File: config.mk
export PLATFORM = sky130hd
export DESIGN_NAME = data_sampling_rx_mv
export DESIGN_NICKNAME = d
export VERILOG_FILES = /design/src/rtl/data_samp_pkg.sv /design/src/rtl/data_samp_window.sv /design/src/rtl/data_sampling_rx_mv.sv
export SDC_FILE = /design/constraint.sdc
export NUM_CORES = 1
export LEC_CHECK = 0
export CAP_MARGIN = 20
export CORE_UTILIZATION = 25
export CTS_BUF_LIST = sky130_fd_sc_hd__clkbuf_2 sky130_fd_sc_hd__clkbuf_4 sky130_fd_sc_hd__clkbuf_8
export DETAILED_ROUTE_END_ITERATION = 6
export SKIP_LAST_GASP = 1
export SYNTH_ARGS = -nofsm -noshare
export SYNTH_HDL_FRONTEND = slang
export SYNTH_HIERARCHICAL = 1
export SYNTH_SLANG_ARGS = --single-unit
File: constraint.sdc
create_clock -name CLK_SAM -period 4.1 [get_ports CLK_SAM]
set_input_delay 0.82 -clock CLK_SAM [delete_from_list [all_inputs] [get_ports CLK_SAM]]
set_output_delay 0.82 -clock CLK_SAM [all_outputs]
set_load 0.01 [all_outputs]
File: src/rtl/data_samp_pkg.sv
// Shared constants and helpers for the majority-vote UART RX data sampler.
package data_samp_pkg;

    localparam int MAX_SAMPLES = 7;

    function automatic int samp_cnt_w(input int n);
        return $clog2(n + 1);
    endfunction

    // Odd sample counts only, so the vote can never tie.
    function automatic bit samp_num_ok(input int n);
        return (n >= 1) && (n <= MAX_SAMPLES) && ((n % 2) == 1);
    endfunction

endpackage

File: src/rtl/data_samp_window.sv
// Combinational decode of the sampling window and decision edge from edge_cnt/prescale.
module data_samp_window
    import data_samp_pkg::*;
#(
    parameter int PRESCALE_W  = 6,
    parameter int NUM_SAMPLES = 3
) (
    input  logic [PRESCALE_W-1:0] edge_cnt,
    input  logic [PRESCALE_W-1:0] prescale,
    output logic                  in_window,
    output logic                  at_decision
);

    localparam int W    = PRESCALE_W + 1;
    localparam int HALF = (NUM_SAMPLES - 1) / 2;

    // One extra bit of headroom keeps center+HALF and prescale-2 from wrapping.
    logic [W-1:0] ps, ec, center, lo, hi, dec;

    assign ps          = {1'b0, prescale};
    assign ec          = {1'b0, edge_cnt};
    assign center      = (ps >> 1) - W'(1);
    assign lo          = center - W'(HALF);
    assign hi          = center + W'(HALF);
    assign dec         = ps - W'(2);
    assign in_window   = (ec >= lo) && (ec <= hi);
    assign at_decision = (ec == dec);

endmodule

File: src/rtl/data_sampling_rx_mv.sv
// UART RX data sampler: majority vote over NUM_SAMPLES centred samples, one-cycle valid strobe.
// Optional noise flag on non-unanimous bits is built only when DATA_SAMP_NOISE_EN is defined.
module data_sampling_rx_mv
    import data_samp_pkg::*;
#(
    parameter int PRESCALE_W  = 6,
    parameter int NUM_SAMPLES = 3
) (
    input  logic                  CLK_SAM,
    input  logic                  RST_SAM,
    input  logic                  RX_IN,
    input  logic                  data_samp_en,
    input  logic [PRESCALE_W-1:0] edge_cnt,
    input  logic [PRESCALE_W-1:0] prescale,
    output logic                  sample_bit_samp,
    output logic                  sample_valid,
    output logic                  noise_err
);

    generate
        if (!samp_num_ok(NUM_SAMPLES)) begin : g_bad_num_samples
            $error("NUM_SAMPLES must be odd and in 1..%0d", MAX_SAMPLES);
        end
    endgenerate

    localparam int                CNT_W = samp_cnt_w(NUM_SAMPLES);
    localparam logic [CNT_W-1:0] FULL  = CNT_W'(NUM_SAMPLES);
    localparam logic [CNT_W-1:0] MAJ   = CNT_W'(NUM_SAMPLES / 2);

    logic             in_window, at_decision;
    logic [CNT_W-1:0] ones;

    data_samp_window #(
        .PRESCALE_W (PRESCALE_W),
        .NUM_SAMPLES(NUM_SAMPLES)
    ) u_window (
        .edge_cnt   (edge_cnt),
        .prescale   (prescale),
        .in_window  (in_window),
        .at_decision(at_decision)
    );

    // Disable behaves exactly like reset so a dropped bit leaves no stale count.
    always_ff @(posedge CLK_SAM) begin
        if (!RST_SAM || !data_samp_en) begin
            ones            <= '0;
            sample_bit_samp <= 1'b1;
            sample_valid    <= 1'b0;
        end else if (at_decision) begin
            sample_bit_samp <= (ones > MAJ);
            sample_valid    <= 1'b1;
            ones            <= '0;
        end else begin
            sample_valid <= 1'b0;
            if (in_window && (ones != FULL))
                ones <= ones + CNT_W'(RX_IN);
        end
    end

`ifdef DATA_SAMP_NOISE_EN
    always_ff @(posedge CLK_SAM) begin
        if (!RST_SAM || !data_samp_en)
            noise_err <= 1'b0;
        else if (at_decision)
            noise_err <= (ones != '0) && (ones != FULL);
    end
`else
    assign noise_err = 1'b0;
`endif

endmodule

* Yosys cells after proc, flatten, opt, wreduce, memory -nomap -nowiden
Cells that the tools add are included.
** Cells by class
- $add $sub $neg :: 5
- Magnitude comparators :: 3
- Eq/ne operators :: 2
- Muxes and demuxes :: 1
- Reduce and logical (&&, ||, !) cells :: 6
** Operator list (number)
- 7-bit by 1-bit adder with 7-bit output, second input constant :: 1
- 6-bit by 7-bit equality test with 1-bit output :: 1
- 6-bit by 7-bit greater-or-equal comparator with 1-bit output :: 1
- 6-bit by 7-bit less-or-equal comparator with 1-bit output :: 1
- 6-bit by 2-bit subtractor with 7-bit output, second input constant :: 1
- 7-bit by 1-bit subtractor with 7-bit output, second input constant :: 1
- 5-bit by 1-bit subtractor with 6-bit output, second input constant :: 1
- 2-bit by 1-bit adder with 2-bit output :: 1
- 2-bit by 1-bit > comparator with 1-bit output, second input constant :: 1
- 1-bit logical AND :: 2
- 1-bit zero test :: 2
- 2-bit != test, second input constant :: 1
- 2-bit OR reduction :: 1
- 1-bit logical OR :: 1
- 1-bit two-way mux :: 1
** Storage, ports and cells
- Register bits :: 4
- Input port bits :: 16
- Logic and storage cells :: 20

* Depth between registers and ports, before layout
- Word-level depth :: 5
- Mapped depth :: 14
- Depth with buffers taken out :: 14

* Cells and area by module
Netlist, hierarchy kept.
** Modules (own cells, without submodules)
- data_samp_window :: instances 1, cells each 65, area an instance 591.8 um^2
- data_sampling_rx_mv :: instances 1, cells each 19, area an instance 197.7 um^2

* Least setup slack after synthesis
Ideal clock, no wire load.
- Kind :: in2reg
- Start point :: input prescale[1]
- End point :: register ones[1]
- Library setup time :: 0.121 ns
- Arrival :: 2.961 ns
- Path slack :: 1.017 ns
- Stages on the path :: 14
- Path buffers :: 0
- Path through :: inv_1 > ha_1 > xnor2_2 > or3_1 > nor3_2 > xnor2_1 > ha_1 > nand3_1 > o21bai_1 > a21oi_1 > nor4_2 > nand2_2 > nor3_2 > a211oi_2
** On the way
- Longest elaborated chain between the ends :: 5
- Elaborated cells between the ends (all ways) :: 10
- Those cells by class :: 4 x add/sub; 2 x order compare; 1 x eq/ne; 3 x reduce/logical
** Ends and longest elaborated chain
- from (decl) :: line data_sampling_rx_mv.sv:14 : input logic [PRESCALE_W-1:0] prescale,
- 5-bit by 1-bit subtractor with 6-bit output * :: line data_samp_window.sv:22 : assign center = (ps >> 1) - W'(1);
- 7-bit by 1-bit subtractor with 7-bit output / 7-bit by 1-bit adder with 7-bit output (equally long branches) :: line data_samp_window.sv:23, data_samp_window.sv:24
- 6-bit by 7-bit greater-or-equal comparator with 1-bit output / 6-bit by 7-bit less-or-equal comparator with 1-bit output (equally long branches) :: line data_samp_window.sv:26 : assign in_window = (ec >= lo) && (ec <= hi);
- 1-bit logical AND * :: line data_samp_window.sv:26
- named net in_window :: line data_sampling_rx_mv.sv:30 : logic in_window, at_decision;
- 1-bit logical AND * :: line data_sampling_rx_mv.sv:55 : if (in_window && (ones != FULL))
- to (signal assigned) :: line data_sampling_rx_mv.sv:56 : ones <= ones + CNT_W'(RX_IN);
- to (decl) :: line data_sampling_rx_mv.sv:31 : logic [CNT_W-1:0] ones;
The timed path passes the listed nets; every way through them passes the cells marked *.
A chain may end at the register's enable or synchronous reset.

* Worst setup path after layout
- Start point :: input prescale[1]
- End point :: register ones[0]
The elaborated chain is that of the path after synthesis.

==> flow_summary_export.csv <==
group,metric,value,unit
pwr,powerDensity,184,nW/um^2
route,highest_layer,"met3",
pwr,power.share.switching,0.346,
critical_path,worstPathRequired,4220,ps
timing,holdWs,490,ps
clock_network,clk_path_buf_depth,2,
clock_network,cts_made_buffers,3,
global_routing,grt_usage,0.103,
clock_network,clkLatencyLatePin,230,ps
timing,min_period_over_period,0.879,
finish,drive_gt1_frac,0.192,
route,met2_length,820,um
finish,antenna_cells,0,
synth,yosysMostFrequentCell,"ha_1",
clock_network,cts.sinks,4,
finish,area_delta_synth_final,31.4,%
critical_path,crit_type,"in -> reg",
clock_network,clk_pin_slew,40,ps
synth,synth_edf_count,0,
job,drv_cap,0,
floorplanning,io_pins,19,
timing,finalSetupViolCount,0,
min_path,worst_hold_startpoint,"sample_bit_samp$_SDFFE_PP1P_",
finish,fin_nets,137,
timing,final.setup.tns,0,ps
floorplanning,die_area,3390,um^2
place,portBuffers,17,
critical_path,r2r_cells,4,
global_routing,grt.overflow.total,0,
synth,synth_area,790,um^2
finish,postLayoutCoreUtil,0.343,
synth,yosys.area.top_type_share,0.238,
synth,synth.avg_cell_area,9.40,um^2
critical_path,cp-start-kind,"input pin",
timing,hold_viol,0,
synth,ys_ff_latch,4,
pwr,ir_drop,44.6,uV
synth,synth.distinct_cells,33,
route,finalWirelength,1.57,mm
synth,ys_top_cells_by_area,"ha_1 (24%), dfxtp_1 (10%), xnor2_1 (8.9%)",
route,via_per_inst,4.29,
floorplanning,num_rows,20,
synth,synth.largest_area_cell,"ha_1",
synth,synth_seq_area_share,0.101,
pwr,power,191,uW
min_path,hold_path_class,"reg -> reg",
pwr,p_leak,0.000414,uW
synth,synthCells,84,
timing,finClkSkew,6.77,ps
critical_path,r2r-start,"ones[0]$_SDFFE_PP0P_",
synth,synth_common_cells,"ha_1 (15), xnor2_1 (8), xor2_1 (6)",
clock_network,cts_resized,0,
route,wl_met1,721,um
timing,rsz0062_at_grt,"no",
route,vias,635,
route,first_pass_iters,3,
run_status,outcome,"completed",
pwr,combPwrFrac,0.538,
clock_network,cts_setup_buffers,0,
place,dp_cells,145,
finish,final_cells,148,
critical_path,crit_path_end_kind,"register",
synth,yosys_warnings,6,
min_path,hold-path-endpoint,"sample_bit_samp$_SDFFE_PP1P_",
global_routing,grt_pass1_vias,677,
timing,drv_slew,0,
route,drt_iter0_drc,8,
global_routing,antenna_found_initial,0,
synth,yosys_most_used_dff,"dfxtp_1",
place,dpl.hpwl,1.38,mm
pwr,p_seq_frac,0.210,
critical_path,r2r_end,"ones[1]$_SDFFE_PP0P_",
timing,timing.final.crit_period,3600,ps
route,drtAntennaViolNets,0,
floorplanning,die_x,58.2,um
synth,async_flop_share,0,
route,drc,0,
min_path,min_path_cells,2,
clock_network,cts_tree,"done",
pwr,switchingPower,66.1,uW
place,routabilityCongestion,0.824,
route,dr_wl_met3,31,um
critical_path,reg2reg_setup_slack,3200,ps
critical_path,cp.arrival,3720,ps
synth,synth_fp_nets,115,
floorplanning,die_h,58.2,um
global_routing,grt_pass1_wl,2.71,mm
global_routing,grt_start_max_net_pins,9,
clock_network,cts-root-buf,"clkbuf_4",
clock_network,hold_buffers,0,
timing,fmax,278,MHz
pwr,p_int,125,uW
pwr,power_frac_clock,0.252,
floorplanning,core-area,3030,um^2
floorplanning,initial_utilization,0.261,
clock_network,cts_max_level,1,
route,wl_per_cell,10.6,um
critical_path,crit_fanout,8,
finish,n_fill_cell,331,
[cells in the final DEF, fill, tap and decap left out, types with 3 or more instances in the layout]
cell type	n
dfxtp_1	4
clkbuf_4	3
ha_1	15
nand3_1	4
xnor2_1	8
nor3_2	3
inv_1	5
xor2_1	6
nor2_1	4
clkdlybuf4s50_1	17
nor3b_2	3
a21oi_1	4
[through the flow]
step                area, um^2  worst slack (ps)
floorplan                  790              1020
global placement          1010               358
detailed placement        1010               250
CTS                       1040               495
global route              1040               250
finish                    1040               498
[kinds of logic (layout without fill, tap and decap cells)]
kind of cell / after synthesis / count (layout) / synth area share
other cells: 1 / 1 / 0.00475
compound gates: 14 / 14 / 0.122
buf+inv: 7 / 27 / 0.0380
fa+ha+maj: 15 / 15 / 0.238
xor+xnor: 17 / 17 / 0.246
simple gates: 26 / 26 / 0.250
flops: 4 / 4 / 0.101
[critical path, cell delays in order]
cell and delay (ps):
clkdlybuf4s50_1 490, inv_1 80, ha_1 240, xnor2_2 230, or3_1 390, nor3_2 140
xnor2_1 140, ha_1 270, nand3_1 110, o21bai_1 130, a21oi_1 100, nor4_2 270
inv_1 70, o21ai_0 160, a21oi_1 80
[worst max path at each step]
stage,start,endpoint,slack [ps]
4_1_cts,prescale[1],ones[1]$_SDFFE_PP0P_,500
3_3_place_gp,prescale[1],ones[1]$_SDFFE_PP0P_,360
5_1_grt,prescale[2],ones[0]$_SDFFE_PP0P_,250
2_1_floorplan,prescale[1],ones[1]$_SDFFE_PP0P_,1020
6_report,prescale[1],ones[0]$_SDFFE_PP0P_,500
3_5_place_dp,prescale[1],ones[1]$_SDFFE_PP0P_,250
[metal layers]
layer	up-vias	track usage
met5	-	0
met4	0	0.0408
met3	0	0.00670
met2	11	0.194
met1	285	0.120
li1	339	-
[power groups by stage]
| stage | registers (uW) | clock network (uW) | logic (uW) |
|---|---|---|---|
| detailed placement | 40.7 | 0 | 103 |
| finish | 40.1 | 48.1 | 103 |
| global placement | 40.6 | 0 | 100 |
| floorplan | 40.7 | 0 | 68.0 |
| CTS | 40.1 | 50.0 | 104 |
| global route | 40.1 | 51.7 | 117 |
[registers in the layout, summed over array words and instances (netlist names)]
name / cells
ones: 2
sample_bit_samp: 1
sample_valid: 1
[cell type report]
class                   instances  area, um^2  area share
flip-flops and latches          4        80.1      0.0772
clock buffers                   3        22.5      0.0217
well taps                      44        55.1      0.0531
multi-input cells              73         679       0.655
repair buffers                 18         178       0.171
inverters                       6        22.5      0.0217
(Power assumes the default switching activity.)
==> RTL edit (same settings) <==
Build with the macro `DATA_SAMP_NOISE_EN` defined.
--- a/src/rtl/data_sampling_rx_mv.sv
+++ b/src/rtl/data_sampling_rx_mv.sv
@@ -2,2 +2,4 @@
 // Optional noise flag on non-unanimous bits is built only when DATA_SAMP_NOISE_EN is defined.
+`define DATA_SAMP_NOISE_EN
+
 module data_sampling_rx_mv
Formal check against the unedited RTL: not equivalent (a bounded check fails within 4 cycles, from zero or initial values).
==> RTL edit against the original RTL <==
- sequential cell count up 1
- global-route usage is 0.87 points lower
- setup slack improved by 0.088 ns
- clock skew fell by 0.0043 ns
- fmax increased by 2.5%
- via count rose by 2.2%
- die area rose by 3.2%
- cell area grew 4.9%
- power is 12% higher
- area after synthesis increased by 3.3%
- register-to-register slack worse by 0.19 ns
- routed wire length shrank 2.7%
- highest routed layer unchanged
==> RTL edit: results (changes against the original RTL) <==
DPL-INSTANCE-AREA_UM2=1060  # was 1010 um2
STATUS='finished clean'  # unchanged
CRITPATHARRIVALTIME_NS=3.64  # was 3.72 ns
FINALCLOCKSKEW_NS=0.00243  # was 0.00677 ns
LAYOUT-DRIVE-GT1-SHARE_PCT=12.6  # was 19.2%
HOLD_PATH_STARTPOINT='noise_err$_SDFFE_PP0P_'  # was sample_bit_samp$_SDFFE_PP1P_
DRT-TOTAL-WL_MM=1.53  # was 1.57 mm
MIN_TO='noise_err$_SDFFE_PP0P_'  # was sample_bit_samp$_SDFFE_PP1P_
POWER.NET_SWITCHING_mW=0.0686  # was 0.0661 mW
WORST_HOLD_SLACK_NS=0.462  # was 0.490 ns
PWR-SHARE-COMB_PCT=47.2  # was 53.8%
TOTAL_POWER_mW=0.214  # was 0.191 mW
GP_CONGESTION=0.766  # was 0.824
LEAKAGE_POWER_nW=0.446  # was 0.414 nW
GRT_PASS1_VIAS=639  # was 677
DRT_ITER0_DRC=14  # was 8
YS_TYPES=30  # was 33
FIRST_PASS_GRT_WIRE_LENGTH_MM=2.57  # was 2.71 mm
GRT_USE_TOTAL_PCT=9.42  # was 10.3%
IR_DROP_mV=0.0903  # was 0.0446 mV
REGTOREGSETUPSLACK_NS=3.01  # was 3.20 ns
DPL_WORST_SLACK_NS=0.294  # was 0.250 ns
NETLIST_INSTANCES=88  # was 84
DP.FINAL_HPWL_MM=1.31  # was 1.38 mm
AVGROUTEDWIREPERCELL_UM=9.87  # was 10.6 um
NUMPORTBUFFERS=18  # was 17
SYNTH_SEQUENTIAL_AREA_RATIO_PCT=12.3  # was 10.1%
RR_ENDPOINT='ones[0]$_SDFFE_PP0P_'  # was ones[1]$_SDFFE_PP0P_
POST_DRT_VIA_CELL_RATIO=4.19  # was 4.29
RTL edit: how the worst max path moves through the flow:
stage | end | cells after the start | startpoint | slack (ns)
floorplan | ones[0]$_SDFFE_PP0P_ | 14 | prescale[1] | 1.02
global placement | ones[0]$_SDFFE_PP0P_ | 15 | prescale[2] | 0.36
detailed placement | ones[0]$_SDFFE_PP0P_ | 15 | prescale[2] | 0.29
CTS | ones[0]$_SDFFE_PP0P_ | 15 | prescale[2] | 0.55
global route | ones[1]$_SDFFE_PP0P_ | 14 | prescale[2] | 0.35
finish | ones[0]$_SDFFE_PP0P_ | 15 | prescale[2] | 0.59
RTL edit: layer usage:
layer	part of all wire, %	track usage [%]	vias up
met5	0	0	-
met4	0	1.02	0
met3	4.4	3.06	0
met2	45	15.7	11
met1	51	12.2	280
li1	-	-	358
RTL edit: cell families after synthesis:
group           count (synthesis)  share of synthesized area [%]
simple gates                   28                           23.0
flops                           5                           12.3
mux                             1                           1.23
buf+inv                         7                           3.22
xor+xnor                       18                           24.8
compound gates                 12                           9.36
fa+ha+maj                      17                           26.1
RTL edit: area by class of cell:
| class | instances | area (um2) |
|---|---|---|
| Fill cell | 311 | 1990 |
| Multi-Input combinational cell | 76 | 689 |
| Timing Repair Buffer | 19 | 188 |
| Sequential cell | 5 | 100 |
| Tap cell | 44 | 55.1 |
| Clock buffer | 4 | 30.0 |
| Inverter | 7 | 26.3 |
RTL edit: worst max-delay path, cell delays in order:
cell             delay, ns
clkdlybuf4s50_1       0.49
inv_1                 0.08
ha_1                  0.22
xnor2_2               0.23
or3_1                 0.39
nor3_2                0.14
xnor2_1               0.14
ha_1                  0.26
nand3_1               0.10
o21bai_1              0.11
a21oi_1               0.09
nor4_2                0.17
and2b_1               0.17
mux2i_1               0.18
nor2_1                0.05
